## src/rtl/alu_seq_pkg.sv

```systemverilog
// alu_seq shared opcodes, FSM states and op classification.
// ALU_SEQ_DIV_EN adds the DIVU/REMU iterative ops.
package alu_seq_pkg;

   localparam logic [3:0] OP_AND  = 4'b0000;
   localparam logic [3:0] OP_OR   = 4'b0001;
   localparam logic [3:0] OP_ADD  = 4'b0010;
   localparam logic [3:0] OP_NOR  = 4'b0101;
   localparam logic [3:0] OP_SUB  = 4'b0110;
   localparam logic [3:0] OP_SLT  = 4'b0111;
   localparam logic [3:0] OP_MUL  = 4'b1000;
   localparam logic [3:0] OP_DIVU = 4'b1010;
   localparam logic [3:0] OP_REMU = 4'b1011;

   typedef enum logic [1:0] {
      IDLE,
      BUSY,
      DONE
   } state_t;

   function automatic logic is_iter(input logic [3:0] op);
`ifdef ALU_SEQ_DIV_EN
      return (op == OP_MUL) || (op == OP_DIVU) || (op == OP_REMU);
`else
      return (op == OP_MUL);
`endif
   endfunction

endpackage

```

## src/rtl/alu_seq_if.sv

```systemverilog
// alu_seq operand/result handshake bundle.
// master drives operands and result-ready; slave is the ALU.
interface alu_seq_if #(
   parameter int WIDTH = 32
);
   logic             valid_i;
   logic             ready_o;
   logic [WIDTH-1:0] src1_i;
   logic [WIDTH-1:0] src2_i;
   logic [3:0]       ctrl_i;
   logic             valid_o;
   logic             ready_i;
   logic [WIDTH-1:0] result_o;
   logic             zero_o;

   modport master (
      output valid_i, src1_i, src2_i, ctrl_i, ready_i,
      input  ready_o, valid_o, result_o, zero_o
   );

   modport slave (
      input  valid_i, src1_i, src2_i, ctrl_i, ready_i,
      output ready_o, valid_o, result_o, zero_o
   );
endinterface

```

## src/rtl/alu_seq_iter.sv

```systemverilog
// alu_seq iterative datapath: shift-add multiply, one bit per cycle.
// ALU_SEQ_DIV_EN adds a restoring divider sharing the same registers.
module alu_seq_iter
   import alu_seq_pkg::*;
#(
   parameter int WIDTH = 32
) (
   input  logic             clk_i,
   input  logic             rst_i,
   input  logic             start_i,
`ifdef ALU_SEQ_DIV_EN
   input  logic [3:0]       op_i,
`endif
   input  logic [WIDTH-1:0] a_i,
   input  logic [WIDTH-1:0] b_i,
   output logic             done_o,
   output logic [WIDTH-1:0] res_o
);

   localparam int CW = $clog2(WIDTH);

   logic             run_q, run_d;
   logic [CW-1:0]    cnt_q, cnt_d;
   logic [WIDTH-1:0] acc_q, acc_d;
   logic [WIDTH-1:0] opa_q, opa_d;
   logic [WIDTH-1:0] opb_q, opb_d;
`ifdef ALU_SEQ_DIV_EN
   logic             div_q, div_d;
   logic             rem_q, rem_d;
   logic [WIDTH:0]   sh;
   logic [WIDTH:0]   df;
`endif

   always_comb begin
      run_d = run_q;
      cnt_d = cnt_q;
      acc_d = acc_q;
      opa_d = opa_q;
      opb_d = opb_q;
`ifdef ALU_SEQ_DIV_EN
      div_d = div_q;
      rem_d = rem_q;
      sh    = '0;
      df    = '0;
`endif
      if (start_i) begin
         run_d = 1'b1;
         cnt_d = CW'(WIDTH - 1);
         acc_d = '0;
         opa_d = a_i;
         opb_d = b_i;
`ifdef ALU_SEQ_DIV_EN
         div_d = (op_i != OP_MUL);
         rem_d = (op_i == OP_REMU);
`endif
      end else if (run_q) begin
         run_d = (cnt_q != '0);
         cnt_d = (cnt_q == '0) ? '0 : cnt_q - CW'(1);
`ifdef ALU_SEQ_DIV_EN
         if (div_q) begin
            // acc holds the partial remainder, opa shifts dividend out and quotient in
            sh = {acc_q, opa_q[WIDTH-1]};
            df = sh - {1'b0, opb_q};
            if (sh >= {1'b0, opb_q}) begin
               acc_d = df[WIDTH-1:0];
               opa_d = {opa_q[WIDTH-2:0], 1'b1};
            end else begin
               acc_d = sh[WIDTH-1:0];
               opa_d = {opa_q[WIDTH-2:0], 1'b0};
            end
         end else begin
`endif
            if (opb_q[0]) acc_d = acc_q + opa_q;
            opa_d = opa_q << 1;
            opb_d = opb_q >> 1;
`ifdef ALU_SEQ_DIV_EN
         end
`endif
      end
   end

   assign done_o = run_q && (cnt_q == '0);

`ifdef ALU_SEQ_DIV_EN
   assign res_o = (div_q && !rem_q) ? opa_d : acc_d;
`else
   assign res_o = acc_d;
`endif

   always_ff @(posedge clk_i) begin
      if (rst_i) begin
         run_q <= 1'b0;
         cnt_q <= '0;
         acc_q <= '0;
         opa_q <= '0;
         opb_q <= '0;
`ifdef ALU_SEQ_DIV_EN
         div_q <= 1'b0;
         rem_q <= 1'b0;
`endif
      end else begin
         run_q <= run_d;
         cnt_q <= cnt_d;
         acc_q <= acc_d;
         opa_q <= opa_d;
         opb_q <= opb_d;
`ifdef ALU_SEQ_DIV_EN
         div_q <= div_d;
         rem_q <= rem_d;
`endif
      end
   end

endmodule

```

## src/rtl/alu_seq.sv

```systemverilog
// alu_seq: handshaked ALU, single-cycle logic/add/sub/slt, iterative MUL.
// Define ALU_SEQ_DIV_EN to add iterative DIVU/REMU.
module alu_seq
   import alu_seq_pkg::*;
#(
   parameter int WIDTH = 32
) (
   input  logic   clk_i,
   input  logic   rst_i,
   alu_seq_if.slave bus
);

   state_t           state_q, state_d;
   logic [WIDTH-1:0] result_q, result_d;
   logic             zero_q, zero_d;
   logic [WIDTH-1:0] alu_res;
   logic             start;
   logic             iter_done;
   logic [WIDTH-1:0] iter_res;

   always_comb begin
      alu_res = '0;
      unique case (bus.ctrl_i)
         OP_AND:  alu_res = bus.src1_i & bus.src2_i;
         OP_OR:   alu_res = bus.src1_i | bus.src2_i;
         OP_ADD:  alu_res = bus.src1_i + bus.src2_i;
         OP_SUB:  alu_res = bus.src1_i - bus.src2_i;
         OP_SLT:  alu_res = WIDTH'(bus.src1_i < bus.src2_i);
         OP_NOR:  alu_res = ~(bus.src1_i | bus.src2_i);
         default: alu_res = '0;
      endcase
   end

   always_comb begin
      state_d  = state_q;
      result_d = result_q;
      zero_d   = zero_q;
      start    = 1'b0;
      unique case (state_q)
         IDLE: begin
            if (bus.valid_i) begin
               if (is_iter(bus.ctrl_i)) begin
                  start   = 1'b1;
                  state_d = BUSY;
               end else begin
                  result_d = alu_res;
                  zero_d   = (alu_res == '0);
                  state_d  = DONE;
               end
            end
         end
         BUSY: begin
            if (iter_done) begin
               result_d = iter_res;
               zero_d   = (iter_res == '0);
               state_d  = DONE;
            end
         end
         DONE: begin
            if (bus.ready_i) state_d = IDLE;
         end
         default: state_d = IDLE;
      endcase
   end

   alu_seq_iter #(
      .WIDTH (WIDTH)
   ) u_iter (
      .clk_i   (clk_i),
      .rst_i   (rst_i),
      .start_i (start),
`ifdef ALU_SEQ_DIV_EN
      .op_i    (bus.ctrl_i),
`endif
      .a_i     (bus.src1_i),
      .b_i     (bus.src2_i),
      .done_o  (iter_done),
      .res_o   (iter_res)
   );

   always_ff @(posedge clk_i) begin
      if (rst_i) begin
         state_q  <= IDLE;
         result_q <= '0;
         zero_q   <= 1'b1;
      end else begin
         state_q  <= state_d;
         result_q <= result_d;
         zero_q   <= zero_d;
      end
   end

   assign bus.ready_o  = (state_q == IDLE);
   assign bus.valid_o  = (state_q == DONE);
   assign bus.result_o = result_q;
   assign bus.zero_o   = zero_q;

endmodule

```

## src/flat_wrapper.sv

```systemverilog
// flat-port wrapper written by rule: the top's interface ports become plain ports
module alu_seq_flat import alu_seq_pkg::*;
#(
   parameter int WIDTH = 32
)
  (clk_i, rst_i, bus_valid_i, bus_src1_i, bus_src2_i, bus_ctrl_i, bus_ready_i, bus_ready_o, bus_valid_o, bus_result_o, bus_zero_o);
  alu_seq_if #(.WIDTH(WIDTH)) bus_i ();
  input  logic clk_i;
  input  logic rst_i;
  input wire logic [$bits(bus_i.valid_i)-1:0] bus_valid_i;
  input wire logic [$bits(bus_i.src1_i)-1:0] bus_src1_i;
  input wire logic [$bits(bus_i.src2_i)-1:0] bus_src2_i;
  input wire logic [$bits(bus_i.ctrl_i)-1:0] bus_ctrl_i;
  input wire logic [$bits(bus_i.ready_i)-1:0] bus_ready_i;
  output wire logic [$bits(bus_i.ready_o)-1:0] bus_ready_o;
  output wire logic [$bits(bus_i.valid_o)-1:0] bus_valid_o;
  output wire logic [$bits(bus_i.result_o)-1:0] bus_result_o;
  output wire logic [$bits(bus_i.zero_o)-1:0] bus_zero_o;
  assign bus_i.valid_i = bus_valid_i;
  assign bus_i.src1_i = bus_src1_i;
  assign bus_i.src2_i = bus_src2_i;
  assign bus_i.ctrl_i = bus_ctrl_i;
  assign bus_i.ready_i = bus_ready_i;
  assign bus_ready_o = bus_i.ready_o;
  assign bus_valid_o = bus_i.valid_o;
  assign bus_result_o = bus_i.result_o;
  assign bus_zero_o = bus_i.zero_o;
  alu_seq #(.WIDTH(WIDTH)) u_core (.clk_i(clk_i), .rst_i(rst_i), .bus(bus_i));
endmodule
```

## config.mk

```make
export PLATFORM = sky130hd
export DESIGN_NAME = alu_seq_flat
export DESIGN_NICKNAME = d
export VERILOG_FILES = /design/src/rtl/alu_seq_pkg.sv /design/src/rtl/alu_seq_if.sv /design/src/rtl/alu_seq_iter.sv /design/src/rtl/alu_seq.sv /design/src/flat_wrapper.sv
export SDC_FILE = /design/constraint.sdc
export NUM_CORES = 1
export LEC_CHECK = 0
export BUFFER_PORTS_ARGS = -buffer_cell sky130_fd_sc_hd__buf_2
export CORE_MARGIN = 2
export CORE_UTILIZATION = 23
export CTS_BUF_LIST = sky130_fd_sc_hd__clkbuf_8
export DETAILED_ROUTE_END_ITERATION = 12
export SLEW_MARGIN = 20
export SYNTH_ARGS = -nofsm -noshare
export SYNTH_HDL_FRONTEND = slang
export SYNTH_HIERARCHICAL = 1
export SYNTH_SLANG_ARGS = --single-unit
export TNS_END_PERCENT = 20
```

## constraint.sdc

```tcl
create_clock -name clk_i -period 11.5 [get_ports clk_i]
set_clock_uncertainty 0.2 [all_clocks]
set_input_delay 2.3 -clock clk_i [delete_from_list [all_inputs] [get_ports clk_i]]
set_output_delay 2.3 -clock clk_i [all_outputs]
set_load 0.03 [all_outputs]
```

==> Word-level counts from Yosys, hierarchy flattened <==
Cells that the tools add are included.
W data, S select, Z words.
{ "op_classes": {"bitwise_logic": 3, "reduce_logical": 11, "n_mux": 29, "multipliers": 0, "order_cmp": 1, "shift": 0, "div": 0, "eq_ne": 12, "addsub": 4} }
{ "op_table": {"columns": ["cell", "count"], "rows": [
  ["$mux W32", 10],
  ["$pmux W32 S6", 1],
  ["$add A32 B32 Y32", 2],
  ["$logic_not A32 Y1", 2],
  ["$pmux W32 S2", 1],
  ["$and A32 B32 Y32", 1],
  ["$lt A32 B32 Y1", 1],
  ["$not A32 Y32", 1],
  ["$or A32 B32 Y32", 1],
  ["$sub A32 B32 Y32", 1],
  ["$mux W5", 3],
  ["$eq A4 B3 Y1 const B", 3],
  ["$mux W1", 8],
  ["$mux W2", 4],
  ["$ne A2 B2 Y1 const B", 3],
  ["$pmux W2 S3", 1],
  ["$logic_not A5 Y1", 1],
  ["$reduce_bool A5 Y1", 1],
  ["$sub A5 B1 Y5 const B", 1],
  ["$eq A4 B1 Y1 const B", 1],
  ["$eq A4 B2 Y1 const B", 1],
  ["$eq A4 B4 Y1 const B", 1],
  ["$logic_not A4 Y1", 1],
  ["$reduce_and A4 Y1", 1],
  ["other kinds (8)", 9]
]} }
{ "totals": {"mem_count": 0, "wordCells": 68, "latchBits": 0, "input_bits": 72, "rom_bits": 0, "out_inout_bits": 35, "mem_bits_rw": 0, "ff_bits": 137} }

==> Longest topological paths before layout <==
{ "logic_depth": {"ltp_word": 8, "depth_mapped": 16, "mapped_depth_nobuf": 16} }

==> By module <==
The synthesis kept the hierarchy.
{ "modules_own_cells": {"columns": ["mod", "area_per_inst_um2", "instances", "seq_area_each_um2", "cells_per_inst"], "rows": [
  ["alu_seq", 7283.2, 1, 700.7, 1050],
  ["alu_seq_iter", 6321.1, 1, 2042.0, 821]
]} }

==> Worst setup path after synthesis <==
No wires, ideal clock.
{ "synth_path": {"path_type": "input-to-reg", "startpoint": "input bus_src1_i[0]", "endpoint": "register u_core.zero_q, in the netlist u_core/bus.zero_o", "cell_stages": 14, "slack_ns": 5.915, "n_path_buf": 0, "required_ns": 11.216, "arrival_time_ns": 5.301, "setup_ns": 0.084, "path_cell_list": "inv_1 -> ha_1 -> fa_1 -> o21bai_1 -> and3_1 -> o21ai_2 -> o311a_1 -> a211oi_1 -> o21ai_0 -> a2111oi_2 -> and4b_1 -> nand4_1 -> or4_1 -> o31ai_2"} }
{ "synth_via": {"elab_chain_len": 7, "elab_cells_between_ends": 11, "classes_between": "2 x add/sub; 1 x order compare; 4 x mux; 3 x bitwise; 1 x reduce/logical"} }
{ "synth_rtl": {"columns": ["item", "line", "source"], "rows": [
  ["start, declared", "flat_wrapper.sv:11", "input wire logic [$bits(bus_i.src1_i)-1:0] bus_src1_i;"],
  ["branches (longest 2 deep; another with $sub A32 B32 Y32)", null, null],
  ["$pmux W32 S6 (*)", "alu_seq.sv:23", "unique case (bus.ctrl_i)"],
  ["$logic_not A32 Y1 (*)", "alu_seq.sv:47", "zero_d = (alu_res == '0);"],
  ["$mux W1 (*)", "alu_seq.sv:42", "if (is_iter(bus.ctrl_i)) begin"],
  ["$mux W1 (*)", "alu_seq.sv:41", "if (bus.valid_i) begin"],
  ["$pmux W1 S2 (*)", "alu_seq.sv:39", "unique case (state_q)"],
  ["end signal, assigned", "alu_seq.sv:89", "zero_q <= zero_d;"],
  ["end, declared", "alu_seq.sv:15", "logic zero_q, zero_d;"]
]} }
Mark *: on every way between the ends. The select of a mux whose other input is x is not followed.
A chain may end at the register's enable or synchronous reset.

==> Worst setup path after layout <==
{ "layout_path": {"startpoint": "input bus_src1_i[9]", "endpoint": "register u_core.zero_q, in the netlist u_core/bus.zero_o"} }
The elaborated chain is that of the path after synthesis.

==> reports/qor.yml <==
placed_design:
  gp_congestion: 0.9552
  port_buffers: 106
  dpl_cell_area_sq_um: 14710
  pre_cts_slack_ns: 5.131
  dp_hpwl_um: 39620
  dp_cells: 2641
detailed_routing:
  wl_um: 51820
  top_layer: "met4"
  wl_met1_um: 23190
  drt-initial-drc-count: 1221
  dr.pass1.iters: 5
  ant_nets: 0
  drc: 0
  post_drt_wl_per_cell_um: 19.38
  routed-wl-met3_um: 3916
  met2WireLength_um: 23390
  vias_per_cell: 5.250
  num_vias: 14040
floorplan:
  start_util: 0.2314
  dieArea_sq_um: 61110
  die_h_um: 247.2
  die_w_um: 247.2
  fp-row-count: 89
  core_area_sq_um: 58800
  io_pins: 107
sta:
  worst_slack_ns: 5.588
  maxSlewViolCount: 0
  setup_viol: 0
  slew_headroom: 0.2553
  finalCritPeriodShare: 0.5141
  tightest_slew_ns: 1.117
  setup_tns_ns: 0
  holdWs_ns: 0.2524
  rsz0062_at_grt: "false"
  hold_viol: 0
  fmax_ghz: 0.1691
  period_minus_slack_ns: 5.912
finish:
  final_cells: 2674
  multiInputGateArea_sq_um: 9905
  regArea_sq_um: 2746
  final_core_util: 0.2568
  fillers: 6593
  fin_area_sq_um: 15100
  area_growth_pct: 10.98
  final_nets: 2098
  final_layout_size_suffix_gt1_frac: 0.1147
pwr:
  clkPwrFrac: 0.322
  ir_drop_v: 0.00006509
  pwr-share-seq: 0.379
  cell_internal_pwr_mw: 0.7718
  switching_share: 0.4088
  combPwrFrac: 0.299
  pwr_density_cell_nw_per_um2: 86.47
  total_power_mw: 1.306
  p_leak_nw: 6.348
  power.switching_mw: 0.5337
synth:
  synth-seq-area-share: 0.2016
  synth_edf_count: 0
  syn_avg_cell_area_sq_um: 7.271
  ys_ff_latch: 137
  synth_commonest_cells: "nor2_1, a21oi_1, dfxtp_1"
  synth_fp_nets: 2082
  yosysWarnings: 6
  yosysMostFrequentCell: "nor2_1"
  synth_top_area_frac: 0.2016
  syn_area_sq_um: 13600
  syn_inst: 1871
  synth_flop_cell: "dfxtp_1"
  synth_area_leader_cell: "dfxtp_1"
  ys_top_cells_by_area: "dfxtp_1, ha_1, nor2_1, a21oi_1, mux2i_1"
  async_flop_share: 0
  synth_cell_types: 100
min_path:
  worstHoldPathCells: 2
  hold_class: "reg2reg"
worst_setup_path:
  start_kind: "primary input"
  r2r_setup_slack_ns: 7.46
  critPathRequiredTime_ns: 11.75
  crit_path_end_kind: "register"
  cp-endpoint: "u_core/bus.zero_o$_SDFFE_PP1P_"
  reg2reg_to: "u_core/bus.zero_o$_SDFFE_PP1P_"
  r2r-start: "u_core/state_q[0]$_SDFFE_PP0P_"
  startpoint: "bus_src1_i[9]"
  crit_type: "in2reg"
  crit_fanout: 14
  critical_path_arrival_ns: 6.16
  reg2reg_depth: 9
clock_tree:
  cts_setup_buffers: 0
  clk_pin_slew_ns: 0.11
  cts_buffers: 17
  cts_root_buf: "clkbuf_8"
  h-tree-depth: 4
  cts_tree: "built"
  clk_latency_ns: 0.52
  cts_sinks: 137
  clk_path_buf_depth: 2
  cts_hold_buffers: 0
  post_cts_resized: 0
global_route:
  globalRouteOverflowTotal: 0
  grt_pass1_wl_um: 78760
  grt_pass1_vias: 13250
  grt_max_degree: 106
  antenna_found_initial: 3
  globalRouteTotalUtil: 0.1670
outcome:
  status: "finished, final reports clean"
flow_run:
  drv_cap: 0
-- critical path: stages --
cell and delay [ns]:
buf_2 0.12, inv_1 0.05, ha_1 0.57, and2_1 0.24, o2111ai_1 0.20, o21ai_2 0.34
a211oi_1 0.16, o221a_1 0.24, nor3_1 0.57, nand3_1 0.17, a2111oi_2 0.34, nand4_1 0.12
or4_1 0.52, o31ai_2 0.21
-- kinds of logic (layout without fill, tap and decap cells) --
logic type,after synthesis,count (layout),synth area share
and+or+nand+nor,653,653,0.2203
xor gates and xnor gates,32,32,0.02060
other,0,1,0
muxes,91,91,0.06751
buffers and inverters,244,273,0.07330
DFF,137,137,0.2016
AOI/OAI and AO/OA,575,575,0.2872
adders and majority gates,139,139,0.1295
-- final cells by class --
class / count / share of cell area
Inverter: 120 / 0.02983
Timing Repair Buffer: 121 / 0.04276
Tap cell: 773 / 0.06406
Multi-Input combinational cell: 1490 / 0.6560
Clock inverter: 15 / 0.009779
Antenna cell: 1 / 0.0001657
Clock buffer: 17 / 0.01550
Sequential cell: 137 / 0.1819
-- layout by cell type (no fill, tap or decap), types with 30 or more instances in the layout --
cell and instances:
nor2_1 303, a21o_1 34, nand3_1 38, inv_1 117, nor3_1 32, buf_2 105, dfxtp_1 136, ha_1 136
a21oi_1 224, mux2i_1 85, o21ai_0 55, nand4_1 30, nand2_1 124
-- routing by layer --
metal	vias up	global-route usage
li1	6756	-
met1	6700	0.2219
met2	513	0.2668
met3	69	0.03614
met4	0	0.05495
met5	-	0
-- how the worst min path moves through the flow --
stage | slack [ns] | startpoint | endpoint
6_report | 0.25 | u_core/bus.result_o[26]$_SDFFE_PP0P_ | u_core/bus.result_o[26]$_SDFFE_PP0P_
5_1_grt | 0.27 | u_core/bus.result_o[26]$_SDFFE_PP0P_ | u_core/bus.result_o[26]$_SDFFE_PP0P_
4_1_cts | 0.26 | u_core/bus.result_o[17]$_SDFFE_PP0P_ | u_core/bus.result_o[17]$_SDFFE_PP0P_
3_5_place_dp | 0.24 | u_core/bus.result_o[26]$_SDFFE_PP0P_ | u_core/bus.result_o[26]$_SDFFE_PP0P_
3_3_place_gp | 0.24 | u_core/bus.result_o[11]$_SDFFE_PP0P_ | u_core/bus.result_o[11]$_SDFFE_PP0P_
2_1_floorplan | 0.25 | u_core/u_iter/acc_q[31]$_SDFF_PP0_ | u_core/u_iter/acc_q[31]$_SDFF_PP0_
-- registers in the layout, summed over array words and instances (netlist names) --
name / count
u_core/bus.result_o: 32
u_core/u_iter/opb_q: 32
u_core/u_iter/run_q: 1
u_core/u_iter/opa_q: 32
u_core/bus.zero_o: 1
u_core/u_iter/cnt_q: 5
u_core/u_iter/acc_q: 32
u_core/state_q: 2
-- power groups by stage --
stage	combinational [mW]	clock, mW	sequential (mW)
4_1_cts	0.382	0.429	0.495
6_report	0.391	0.420	0.495
3_5_place_dp	0.380	0	0.506
3_3_place_gp	0.382	0	0.506
2_1_floorplan	0.245	0	0.516
5_1_grt	0.422	0.447	0.496
No activity file was read; power rests on OpenSTA's default activity.
